## src/rtl/prog_loader.sv

```systemverilog
// ============================================================================
//  Module      : prog_loader
//  Description : Boot-time loader. Turns a UART byte stream (ISIZE, DSIZE,
//                instruction image, data image) into 128-bit imem line writes
//                and 32-bit dmem word writes, then raises DONE.
//  Revision    : 1.0 - initial release
// ============================================================================
`default_nettype none

module prog_loader #(
    parameter logic [31:0] DMEM_BASE      = 32'h0,
    parameter int unsigned IMEM_MAX_BYTES = 8192,
    parameter int unsigned DMEM_MAX_BYTES = 8192
) (
    input  logic         clk,
    input  logic         reset_x,
    input  logic [7:0]   rx_data,
    input  logic         rx_valid,
    output logic [31:0]  ADDR,
    output logic [127:0] DATA,
    output logic         WE_128,
    output logic         WE_32,
    output logic         DONE,
    output logic         ERR
);

    localparam logic [2:0] S_HDR_I = 3'd0;
    localparam logic [2:0] S_HDR_D = 3'd1;
    localparam logic [2:0] S_IMEM  = 3'd2;
    localparam logic [2:0] S_DMEM  = 3'd3;
    localparam logic [2:0] S_FIN   = 3'd4;
    localparam logic [2:0] S_ERROR = 3'd5;

    localparam logic [31:0] C_IMEM_MAX = 32'(IMEM_MAX_BYTES);
    localparam logic [31:0] C_DMEM_MAX = 32'(DMEM_MAX_BYTES);

    logic [2:0]  r_state;
    logic [1:0]  r_hdr_cnt;
    logic [23:0] r_hdr;
    logic [31:0] r_isize;
    logic [31:0] r_dsize;
    logic [31:0] r_remain;
    logic [3:0]  r_byte_cnt;

    logic [31:0]  w_hdr_word;
    logic         w_hdr_bad;
    logic [31:0]  w_remain_dec;
    logic [127:0] w_shift;

    // Header bytes enter from the top so byte k ends up at [8k+7:8k]
    assign w_hdr_word   = {rx_data, r_hdr};
    assign w_hdr_bad    = (r_isize[3:0] != 4'd0) || (w_hdr_word[1:0] != 2'd0) ||
                          (r_isize > C_IMEM_MAX) || (w_hdr_word > C_DMEM_MAX);
    assign w_remain_dec = r_remain - 32'd1;
    assign w_shift      = {rx_data, DATA[127:8]};

    always_ff @(posedge clk or negedge reset_x) begin
        if (!reset_x) begin
            r_state    <= S_HDR_I;
            r_hdr_cnt  <= 2'd0;
            r_hdr      <= 24'd0;
            r_isize    <= 32'd0;
            r_dsize    <= 32'd0;
            r_remain   <= 32'd0;
            r_byte_cnt <= 4'd0;
            ADDR       <= 32'd0;
            DATA       <= 128'd0;
            WE_128     <= 1'b0;
            WE_32      <= 1'b0;
            DONE       <= 1'b0;
            ERR        <= 1'b0;
        end else begin
            WE_128 <= 1'b0;
            WE_32  <= 1'b0;

            // Address advances on the edge that closes a strobe cycle
            if (WE_128) begin
                ADDR <= (r_state == S_DMEM) ? DMEM_BASE : ADDR + 32'd16;
            end else if (WE_32) begin
                ADDR <= ADDR + 32'd4;
            end

            if (r_state == S_FIN) begin
                DONE <= 1'b1;
            end

            case (r_state)
                S_HDR_I: begin
                    if (rx_valid) begin
                        r_hdr     <= w_hdr_word[31:8];
                        r_hdr_cnt <= r_hdr_cnt + 2'd1;
                        if (r_hdr_cnt == 2'd3) begin
                            r_isize <= w_hdr_word;
                            r_state <= S_HDR_D;
                        end
                    end
                end

                S_HDR_D: begin
                    if (rx_valid) begin
                        r_hdr     <= w_hdr_word[31:8];
                        r_hdr_cnt <= r_hdr_cnt + 2'd1;
                        if (r_hdr_cnt == 2'd3) begin
                            r_dsize <= w_hdr_word;
                            if (w_hdr_bad) begin
                                r_state <= S_ERROR;
                                ERR     <= 1'b1;
                            end else if (r_isize != 32'd0) begin
                                r_state  <= S_IMEM;
                                r_remain <= r_isize;
                            end else if (w_hdr_word != 32'd0) begin
                                r_state  <= S_DMEM;
                                r_remain <= w_hdr_word;
                                ADDR     <= DMEM_BASE;
                            end else begin
                                r_state <= S_FIN;
                                DONE    <= 1'b1;
                            end
                        end
                    end
                end

                S_IMEM: begin
                    if (rx_valid) begin
                        DATA       <= w_shift;
                        r_byte_cnt <= r_byte_cnt + 4'd1;
                        r_remain   <= w_remain_dec;
                        if (r_byte_cnt == 4'hF) begin
                            WE_128 <= 1'b1;
                        end
                        if (w_remain_dec == 32'd0) begin
                            r_byte_cnt <= 4'd0;
                            if (r_dsize != 32'd0) begin
                                r_state  <= S_DMEM;
                                r_remain <= r_dsize;
                            end else begin
                                r_state <= S_FIN;
                            end
                        end
                    end
                end

                S_DMEM: begin
                    if (rx_valid) begin
                        DATA       <= w_shift;
                        r_byte_cnt <= r_byte_cnt + 4'd1;
                        r_remain   <= w_remain_dec;
                        if (r_byte_cnt[1:0] == 2'b11) begin
                            WE_32 <= 1'b1;
                        end
                        if (w_remain_dec == 32'd0) begin
                            r_state <= S_FIN;
                        end
                    end
                end

                default: begin
                    // FIN and ERROR hold until reset; rx_valid is ignored
                end
            endcase
        end
    end

endmodule

`default_nettype wire

```

## config.mk

```make
export PLATFORM = sky130hd
export DESIGN_NAME = prog_loader
export DESIGN_NICKNAME = d
export VERILOG_FILES = /design/src/rtl/prog_loader.sv
export SDC_FILE = /design/constraint.sdc
export NUM_CORES = 1
export LEC_CHECK = 0
export ABC_AREA = 1
export BUFFER_PORTS_ARGS = -buffer_cell sky130_fd_sc_hd__buf_2
export CORE_MARGIN = 4
export CORE_UTILIZATION = 45
export CTS_CLUSTER_SIZE = 14
export DETAILED_ROUTE_END_ITERATION = 6
export GPL_TIMING_DRIVEN = 0
export MAX_ROUTING_LAYER = met4
export REMOVE_ABC_BUFFERS = 1
export SLEW_MARGIN = 0
export SYNTH_ARGS = -nofsm -noshare
export SYNTH_HDL_FRONTEND = slang
export SYNTH_SLANG_ARGS = --single-unit
export TNS_END_PERCENT = 50
```

## constraint.sdc

```tcl
create_clock -name clk -period 3.13 [get_ports clk]
set_input_delay 0.626 -clock clk [delete_from_list [all_inputs] [get_ports clk]]
set_output_delay 0.626 -clock clk [all_outputs]
set_load 0.01 [all_outputs]
```

==> impl_metrics.yaml <==
setup_path:
  worstSetupStartpointType: "flop"
  cpPeakStageDelay_ns: 0.49
  crit_buf_inv: 1
  cp-startpoint: "r_remain[0]"
  endpoint_kind: "flop"
  crit_type: "flop to flop"
  cp_top_family: "simple AND/OR/NAND/NOR gates"
  worstPathCellList: "inv_2 -> ha_2 -> nand2_4 -> nor2_8 -> nand2_2 -> nand2_1 -> nand2_1 -> nor2_1 -> nand2_1 -> nor2_4 -> nand3_4 -> nand2_1 -> nand3_1 -> a21oi_1"
  cpMostUsedCell: "nand2_1"
  cp_slowest_cell: "nor2_4"
  arrival_ns: 3.39
  r2r-start: "r_remain[0]"
  worstPathRequired_ns: 3.55
  cp_max_fo: 17
sta:
  rsz0062_at_grt: "true"
  layout_min_cycle_time_ns: 2.97
  drv_slew: 0
  finalCritPeriodShare_pct: 95.0
  maxSlewHeadroom_pct: 26.0
  fmax_mhz: 336
  whs_ns: 0.0205
  final_hold_viol_count: 0
  worst_pin_slew_ns: 1.11
  finClkSkew_ns: 0.0231
  setup_viol: 0
finish:
  fin_nets: 2241
  fin_cells: 2690
  final_util_pct: 54.5
  synthToLayoutAreaGrowth_pct: 18.4
  drive_gt1_share_pct: 13.1
clocking:
  cts_made_buffers: 35
  clkSlewWorstSetupHoldPaths_ns: 0.06
  clk_path_buf_depth: 3
  clkSinkCount: 293
  h-tree-depth: 2
  clk_latency_ns: 0.52
  ctsRootBufferMaster: "clkbuf_16"
  tritoncts: "done"
  holdBufCountCts: 0
power_and_ir_drop:
  power_density_nw_per_um2: 450
  ir_worst_vdd_mv: 0.385
  p_leak_nw: 9.64
synth:
  post-synth-top-area-cell: "dfrtp_1"
  avgSynthCellArea_sq_um: 7.30
  syn_area_sq_um: 15100
  synth.top_cell.area_share_pct: 48.6
  synth_most_common_cell: "nand2_1"
  netlist_instances: 2067
  synth-main-ff-cell: "dfrtp_1"
  async_flop_share_pct: 100
  yosysWarnings: 0
  yosysSeqAreaShare_pct: 48.6
  yosys-top-cells-count: "755 x nand2_1, 293 x dfrtp_1, 232 x nor2_1, 208 x inv_1, 182 x o21ai_0"
  yosysUniqueCellTypes: 39
  synth-seq-cells: 293
  synth_area_leaders: "dfrtp_1 49%, nand2_1 19%, o21ai_0 6.0%, nor2_1 5.8%, inv_1 5.2%"
  synth_edf_count: 0
global_routing:
  antenna_found_initial: 2
  grt_use_total_pct: 24.7
  gr-total-overflow: 0
  grt_pass1_vias: 13076
  grt_pass1_wl_mm: 70.9
  grt_max_degree: 97
min_path:
  min_path_type: "primary input to asynchronous set/reset pin"
place:
  dpl.cell_count: 2613
  port_buffers: 174
  hpwlAfterDp_mm: 30.3
  gp_congestion: 0.866
routing:
  drtIter0Drc: 1067
  vias: 14065
  wirelength_mm: 44.4
  detail-route-antenna-nets: 0
  via_per_inst: 5.23
  remaining_drc_errors: 0
  drt_first_pass_iters: 5
  wl_per_cell_um: 16.5
floorplanning:
  pin_count: 175
  rows: 66
  initial_utilization_pct: 46.0
  fp.dieW_um: 191
  die_area_sq_um: 36500
  design.core.area_sq_um: 32800
  die_y_um: 191
run:
  drv_cap: 0
run_status:
  status: "finished, final reports clean"
state kept, by name, summed over array words and instances, names as in the netlist:
signal      cells
r_dsize        32
r_byte_cnt      4
WE_128          1
DONE            1
r_remain       32
ADDR           32
WE_32           1
r_hdr          24
r_hdr_cnt       2
ERR             1
r_isize        32
r_state         3
DATA          128
routing by layer:
metal / track usage [%] / up-vias / wire length [um]
met5: - / - / 0
met2: 38.8 / 412 / 20700
met1: 33.5 / 6680 / 19800
li1: - / 6889 / -
met3: 3.63 / 84 / 2680
met4: 7.43 / 0 / 1260
power breakdown:
part	switching, mW	internal (mW)	total, mW
registers	0	3.79	3.79
clock network	1.57	2.57	4.14
logic	0.0963	0.0211	0.117
per-stage QoR:
| stage | TNS [ns] | setup slack, ns | total power [mW] | cell area [sq um] |
|---|---|---|---|---|
| 2_1_floorplan | -382.04 | -3.19 | 3.87 | 14700 |
| 3_3_place_gp | -2300.04 | -7.18 | 3.97 | 16200 |
| 3_5_place_dp | -68.28 | -1.65 | 3.98 | 16500 |
| 4_1_cts | 0 | 0.0415 | 8.14 | 17700 |
| 5_1_grt | -0.602 | -0.0926 | 8.30 | 17900 |
| 6_report | 0 | 0.155 | 8.04 | 17900 |
final timing paths:
check | to | slack [ns] | cells after the start
min in group clk | r_dsize[25] | 0.33 | 3
setup reg to reg | r_remain[6] | 0.16 | 14
max in group asynchronous | r_isize[1] | 1.89 | 3
setup / recovery | r_remain[6] | 0.16 | 14
hold / removal | DATA[14] | 0.02 | 1
hold reg to reg | ERR | 0.47 | 1
what timing repair did:
item                                    in CTS  in global routing
buffers inserted                             3                  8
hold endpoints to repair                     0                  0
endpoints found under the setup margin      66                 48
gates cloned                                 4                  1
pin swaps                                    3                  5
resized for setup                           10                  8
layout make-up:
cell class,count,area (sq um)
tap,442,553
multi-input combinational,1486,6750
timing repair inverter,1,7.51
timing repair buffer,197,1250
fill,3224,14900
antenna,2,5.00
clock buffer,55,1100
inverter,210,795
sequential,293,7330
clock inverter,4,72.6
placed cells by master (no fill, tap or decap), drive strengths merged, types with 9 or more instances in the layout:
master | synthesis | routed
inv | 209 | 208
nand2 | 758 | 758
nor3 | 13 | 14
o22ai | 22 | 22
nand3 | 54 | 55
xor2 | 23 | 23
nand4 | 63 | 63
dfrtp | 293 | 293
buf | 14 | 197
clkbuf | 68 | 55
a21oi | 63 | 63
nand3b | 9 | 9
nor2 | 245 | 247
o21ai | 193 | 193
cell families (layout without fill, tap and decap cells):
family	count (synthesis)	in the layout	synth area share, %
flops	293	293	48.6
simple gates	1153	1157	31.4
buf+inv	292	467	7.54
mux	3	3	0.224
compound gates	291	291	10.1
other cells	0	2	0
xor+xnor	29	29	1.68
fa+ha+maj	6	6	0.497
worst register-to-register path, delay by kind of cell, from the launching register on:
kind / cells / cell delay [ns]
flip-flops: 1 / 0.44
adder cells (fa/ha/maj): 1 / 0.31
buffers and inverters: 1 / 0.12
AO/OA/AOI/OAI: 1 / 0.21
AND/OR/NAND/NOR: 11 / 1.82
Power figures use the tool's default switching activity.
